**src/rtl/fp_div_pkg.sv**
```systemverilog
// Shared types and constants for the divider requester.
// The command entry layout is {tag, a, b}, with the tag in the top bits.
package fp_div_pkg;

    localparam int unsigned FP_TAG_W = 4;
    localparam logic [31:0] FP_QNAN  = 32'h7FC0_0000;

    typedef enum logic [1:0] {
        IDLE   = 2'd0,
        SEND   = 2'd1,
        WAIT_Z = 2'd2,
        DRAIN  = 2'd3
    } fp_req_state_t;

    typedef struct packed {
        logic [FP_TAG_W-1:0] tag;
        logic [31:0]         a;
        logic [31:0]         b;
    } fp_cmd_t;

endpackage

```
**src/rtl/fp_div_cmd_fifo.sv**
```systemverilog
// Command FIFO for tagged operand pairs.
// DEPTH must be a power of two so that the pointers wrap naturally.
module fp_div_cmd_fifo #(
    parameter int unsigned DEPTH = 4,
    parameter int unsigned WIDTH = 68
) (
    input  logic             clk,
    input  logic             rst,
    input  logic             push,
    input  logic [WIDTH-1:0] push_data,
    input  logic             pop,
    output logic [WIDTH-1:0] pop_data,
    output logic             full,
    output logic             empty
);

    localparam int unsigned AW = $clog2(DEPTH);
    localparam logic [AW:0] FULL_CNT = (AW + 1)'(DEPTH);

    logic [WIDTH-1:0] mem_q [DEPTH];
    logic [AW-1:0]    wr_ptr_q, rd_ptr_q;
    logic [AW:0]      count_q;
    logic             do_push, do_pop;

    assign full     = (count_q == FULL_CNT);
    assign empty    = (count_q == '0);
    assign do_push  = push && !full;
    assign do_pop   = pop && !empty;
    assign pop_data = mem_q[rd_ptr_q];

    always_ff @(posedge clk) begin
        if (do_push) begin
            mem_q[wr_ptr_q] <= push_data;
        end
    end

    always_ff @(posedge clk or posedge rst) begin
        if (rst) begin
            wr_ptr_q <= '0;
            rd_ptr_q <= '0;
            count_q  <= '0;
        end else begin
            if (do_push) begin
                wr_ptr_q <= wr_ptr_q + 1'b1;
            end
            if (do_pop) begin
                rd_ptr_q <= rd_ptr_q + 1'b1;
            end
            // A simultaneous push and pop leaves the count unchanged.
            if (do_push && !do_pop) begin
                count_q <= count_q + 1'b1;
            end else if (do_pop && !do_push) begin
                count_q <= count_q - 1'b1;
            end
        end
    end

endmodule

```
**src/rtl/fp_div_requester.sv**
```systemverilog
// Initiator-side adapter for the handshaked single-precision divider: buffers tagged
// operand pairs, runs one divide at a time and returns tagged results, with timeout recovery.
module fp_div_requester
    import fp_div_pkg::*;
#(
    parameter int unsigned DEPTH   = 4,
    parameter int unsigned TIMEOUT = 256
) (
    input  logic                clk,
    input  logic                rst,
    input  logic                cmd_valid,
    output logic                cmd_ready,
    input  logic [31:0]         cmd_a,
    input  logic [31:0]         cmd_b,
    input  logic [FP_TAG_W-1:0] cmd_tag,
    output logic [31:0]         div_a,
    output logic [31:0]         div_b,
    output logic                div_a_stb,
    output logic                div_b_stb,
    input  logic                div_a_ack,
    input  logic                div_b_ack,
    input  logic [31:0]         div_z,
    input  logic                div_z_stb,
    output logic                div_z_ack,
    output logic                res_valid,
    input  logic                res_ready,
    output logic [31:0]         res_z,
    output logic [FP_TAG_W-1:0] res_tag,
    output logic                res_err,
    output logic [15:0]         done_count
);

    localparam int unsigned CW = $clog2(TIMEOUT);
    localparam logic [CW-1:0] TMO_LAST = CW'(TIMEOUT - 1);

    fp_req_state_t       state_q, state_d;
    fp_cmd_t             push_cmd, head_cmd;
    logic                fifo_full, fifo_empty, fifo_pop;
    logic [31:0]         op_a_q, op_b_q;
    logic [FP_TAG_W-1:0] op_tag_q;
    logic                a_stb_q, b_stb_q, a_hs, b_hs;
    logic [CW-1:0]       tmo_cnt_q;
    logic                z_take, tmo_fire;
    logic                res_valid_q, res_err_q;
    logic [31:0]         res_z_q;
    logic [FP_TAG_W-1:0] res_tag_q;
    logic [15:0]         done_count_q;

    assign push_cmd = '{tag: cmd_tag, a: cmd_a, b: cmd_b};

    fp_div_cmd_fifo #(
        .DEPTH (DEPTH),
        .WIDTH ($bits(fp_cmd_t))
    ) u_cmd_fifo (
        .clk       (clk),
        .rst       (rst),
        .push      (cmd_valid && cmd_ready),
        .push_data (push_cmd),
        .pop       (fifo_pop),
        .pop_data  (head_cmd),
        .full      (fifo_full),
        .empty     (fifo_empty)
    );

    assign cmd_ready  = !rst && !fifo_full;
    assign div_a      = op_a_q;
    assign div_b      = op_b_q;
    assign div_a_stb  = a_stb_q;
    assign div_b_stb  = b_stb_q;
    assign div_z_ack  = ((state_q == WAIT_Z) && !res_valid_q) || (state_q == DRAIN);
    assign res_valid  = res_valid_q;
    assign res_z      = res_z_q;
    assign res_tag    = res_tag_q;
    assign res_err    = res_err_q;
    assign done_count = done_count_q;

    assign a_hs = a_stb_q && div_a_ack;
    assign b_hs = b_stb_q && div_b_ack;

    always_comb begin
        state_d  = state_q;
        fifo_pop = 1'b0;
        z_take   = 1'b0;
        tmo_fire = 1'b0;
        unique case (state_q)
            IDLE: begin
                if (!fifo_empty) begin
                    fifo_pop = 1'b1;
                    state_d  = SEND;
                end
            end
            SEND: begin
                if ((!a_stb_q || a_hs) && (!b_stb_q || b_hs)) begin
                    state_d = WAIT_Z;
                end
            end
            WAIT_Z: begin
                if (div_z_stb && !res_valid_q) begin
                    z_take  = 1'b1;
                    state_d = IDLE;
                end else if (!res_valid_q && (tmo_cnt_q == TMO_LAST)) begin
                    tmo_fire = 1'b1;
                    state_d  = DRAIN;
                end
            end
            DRAIN: begin
                // The late answer for the timed-out operation is swallowed here.
                if (div_z_stb) begin
                    state_d = IDLE;
                end
            end
            default: state_d = IDLE;
        endcase
    end

    always_ff @(posedge clk or posedge rst) begin
        if (rst) begin
            state_q      <= IDLE;
            op_a_q       <= '0;
            op_b_q       <= '0;
            op_tag_q     <= '0;
            a_stb_q      <= 1'b0;
            b_stb_q      <= 1'b0;
            tmo_cnt_q    <= '0;
            res_valid_q  <= 1'b0;
            res_err_q    <= 1'b0;
            res_z_q      <= '0;
            res_tag_q    <= '0;
            done_count_q <= '0;
        end else begin
            state_q <= state_d;

            if (fifo_pop) begin
                op_a_q   <= head_cmd.a;
                op_b_q   <= head_cmd.b;
                op_tag_q <= head_cmd.tag;
                a_stb_q  <= 1'b1;
                b_stb_q  <= 1'b1;
            end else begin
                if (a_hs) a_stb_q <= 1'b0;
                if (b_hs) b_stb_q <= 1'b0;
            end

            // Stalled downstream freezes the timeout as well as the z ack.
            if (state_q == SEND) begin
                tmo_cnt_q <= '0;
            end else if ((state_q == WAIT_Z) && !res_valid_q && !tmo_fire) begin
                tmo_cnt_q <= tmo_cnt_q + 1'b1;
            end

            if (z_take) begin
                res_z_q     <= div_z;
                res_tag_q   <= op_tag_q;
                res_err_q   <= 1'b0;
                res_valid_q <= 1'b1;
            end else if (tmo_fire) begin
                res_z_q     <= FP_QNAN;
                res_tag_q   <= op_tag_q;
                res_err_q   <= 1'b1;
                res_valid_q <= 1'b1;
            end else if (res_valid_q && res_ready) begin
                res_valid_q <= 1'b0;
            end

            if (res_valid_q && res_ready) begin
                done_count_q <= done_count_q + 1'b1;
            end
        end
    end

endmodule

```
**config.mk**
```make
export PLATFORM = sky130hd
export DESIGN_NAME = fp_div_requester
export DESIGN_NICKNAME = d
export VERILOG_FILES = /design/src/rtl/fp_div_pkg.sv /design/src/rtl/fp_div_cmd_fifo.sv /design/src/rtl/fp_div_requester.sv
export SDC_FILE = /design/constraint.sdc
export NUM_CORES = 1
export LEC_CHECK = 0
export ABC_CLOCK_PERIOD_IN_PS = 3450
export BUFFER_PORTS_ARGS = -buffer_cell sky130_fd_sc_hd__buf_2
export CELL_PAD_IN_SITES_DETAIL_PLACEMENT = 1
export CELL_PAD_IN_SITES_GLOBAL_PLACEMENT = 1
export CORE_AREA = 3 3 192 241
export CTS_BUF_LIST = sky130_fd_sc_hd__clkbuf_4 sky130_fd_sc_hd__clkbuf_8
export CTS_CLUSTER_SIZE = 25
export DETAILED_ROUTE_END_ITERATION = 7
export DIE_AREA = 0 0 195 244
export PLACE_DENSITY = 0.72
export SYNTH_ARGS = -nofsm -noshare
export SYNTH_HDL_FRONTEND = slang
export SYNTH_SLANG_ARGS = --single-unit
```
**constraint.sdc**
```tcl
create_clock -name clk -period 3.45 [get_ports clk]
set_input_delay 0 -clock clk [delete_from_list [all_inputs] [get_ports clk]]
set_output_delay 0 -clock clk [all_outputs]
set_load 0.03 [all_outputs]
```
==> impl_metrics.tcl <==
set metrics [dict create \
    final_layout_size_suffix_gt1_frac 0.432 \
    clkSinkCount 413 \
    gp_congestion 0.718 \
    grt-ovfl-total 0 \
    grt_pass1_vias 9558 \
    rsz0062_at_grt "false" \
    ios 229 \
    cts_buffers 68 \
    synth_cell_types 41 \
    core_area_sq_um 44100 \
    setup_slack_ps 1080 \
    ant_nets 0 \
    cp_slowest_cell "o21ai_2" \
    tightest_slew_ps 770 \
    skew_ps 17.6 \
    vias 8422 \
    regArea_sq_um 11700 \
    r2r_start "tmo_cnt_q[0]" \
    antenna_found_initial 2 \
    finalCriticalPeriod_ps 2370 \
    viasPerCell 4.78 \
    p_leak_nw 7.65 \
    drv_cap 0 \
    cp.arrival_ps 2850 \
    syn_inst 745 \
    cpPeakStageDelay_ps 620 \
    layout.cells.non_filler 1763 \
    synth_top_area_cell "edfxtp_1" \
    finalCritPeriodShare 0.687 \
    cts.htree.levels 3 \
    dpl.cell_count 1530 \
    slew_headroom 0.486 \
    required_ps 3930 \
    grt_usage 0.154 \
    timing.fmax_mhz 422 \
    post-synth-top-count-cell "edfxtp_1" \
    status "finished, final reports clean" \
    final_nets 1250 \
    root_buffer "clkbuf_8" \
    synth_top_area_share 0.532 \
    cts_buffer_depth 3 \
    cts_tree "built" \
    ys_seq_area_frac 0.762 \
    row_count 86 \
    clk-insertion-delay-late_ps 610 \
    drv_slew 0 \
    finalWirelength_mm 36.2 \
    grt_max_degree 107 \
    dp_hpwl_mm 22.2 \
    ys.flop_type "edfxtp_1" \
    async_reset_ff_frac 0.341 \
    clk_pin_slew_ps 60 \
    drtIter0Drc 299 \
    wl_per_cell_um 20.6 \
    synthTopCellsByArea "edfxtp_1, dfrtp_1, mux4_2" \
    crit_path_start "tmo_cnt_q[0]" \
    hold_class "input pin to async pin" \
    die_x_um 195 \
    syn_area_sq_um 15400 \
    grt_pass1_wl_mm 56.5 \
    pwr_density_cell_nw_per_um2 869 \
    hold_violations 0 \
    dieHeight_um 244 \
    cp_cell_sequence "ha_1 > nand3_1 > nor2_1 > o21ai_2 > o21ai_0 > dlygate4sd3_1" \
    crit_path_end_kind "flop" \
    port_buffers 228 \
    dp_slack_ps 1080 \
    dieArea_sq_um 47600 \
    syn_area_per_cell_sq_um 20.6 \
    dr.pass1.iters 4 \
    synth_common_cells "edfxtp_1, dfrtp_1, mux2_2" \
    finalSetupTns_ps 0 \
    startpoint_type "flop" \
    drc 0 \
    synth_seq_cells 413 \
    ys.warnings.count 0 \
    synth_nets 860 \
    multi_input_area_sq_um 3510 \
    synth_edf_count 272 \
    area_growth_pct 29.1 \
    crit_fanout 12 \
    initial_core_util 0.348 \
    crit_type "flop to flop" \
    ir_worst_vdd_mv 0.499 \
    final-setup-viol-count 0 \
    fillers 4300 \
]
state kept, by name (all words and copies together) (netlist names), 3 cells and up:
register            flops
div_a                  32
done_count             16
u_cmd_fifo.mem_q      272
res_z                  32
div_b                  32
u_cmd_fifo.count_q      3
tmo_cnt_q               8
res_tag                 4
op_tag_q                4
critical path: cells and delay by family, from the launching register on:
kind / cells / cell delay, ps
AOI/OAI and AO/OA: 2 / 790
DFF: 1 / 410
and+or+nand+nor: 2 / 200
buffers and inverters: 1 / 590
adders and majority gates: 1 / 250
metrics by stage:
step	power (W)	util	hold slack [ps]	instance area, sq um
floorplan	0.0110	-	96.4	15400
global placement	0.0127	0.392	211	17300
detailed placement	0.0128	0.392	216	17300
CTS	0.0175	0.449	77.4	19800
global route	0.0182	0.449	109	19800
finish	0.0172	0.449	146	19800
final cells by class:
cell class | count | share of cell area
inverters | 7 | 0.00151
multi-input cells | 294 | 0.177
well taps | 572 | 0.0361
clock inverters | 21 | 0.00928
diodes | 2 | 0.000252
flip-flops and latches | 413 | 0.590
repair buffers | 351 | 0.121
clock buffers | 103 | 0.0636
routing by layer:
layer | share of wire | global-route usage | wire, um
met5 | 0 | 0 | 0
met4 | 0.021 | 0.0537 | 758
met3 | 0.051 | 0.0383 | 1860
met2 | 0.52 | 0.273 | 18900
met1 | 0.41 | 0.182 | 14700
what timing repair did:
action,CTS,global route
resized for setup,0,0
hold buffers,107,0
buffers inserted,0,0
hold endpoints to repair,499,0
report_power, final:
| group | internal (W) | switching, W |
|---|---|---|
| logic | 0.00242 | 0.00311 |
| clock network | 0.00257 | 0.00191 |
| registers | 0.00643 | 0.000779 |
| total | 0.0114 | 0.00581 |
logic make-up after synthesis:
| kind of cell | Yosys count | synth area share |
|---|---|---|
| fa+ha+maj | 8 | 0.00701 |
| xor+xnor | 24 | 0.0137 |
| buf+inv | 38 | 0.0108 |
| compound gates | 52 | 0.0266 |
| flops | 413 | 0.762 |
| simple gates | 66 | 0.0246 |
| mux | 144 | 0.155 |
path summary, 6_finish.rpt:
check,endpoint,slack [ps],depth (start not counted)
hold reg to reg,done_count[15],470,1
min in group clk,u_cmd_fifo.mem_q[2][30],150,2
setup / recovery,res_valid,1080,6
hold / removal,state_q[0],150,4
setup reg to reg,res_valid,1080,6
max in group asynchronous,div_a[22],2790,4
layout by cell type (no fill, tap or decap), types with 3 or more instances in the layout:
master,n
nand3_1,5
clkinv_1,8
ha_1,7
clkbuf_4,25
and4_1,3
bufinv_16,3
inv_1,6
o31ai_1,4
clkinv_2,7
a22o_1,23
a21oi_1,7
edfxtp_1,272
clkbuf_8,78
mux2_2,75
dlygate4sd3_1,107
dfrtp_1,139
buf_2,228
nand4_1,5
nor2_1,15
and3_1,5
buf_12,6
buf_4,10
o21ai_0,4
mux4_2,68
xnor2_1,14
xor2_1,10
and3_4,4
o22a_1,9
nand2_1,11
(Power assumes the default switching activity.)
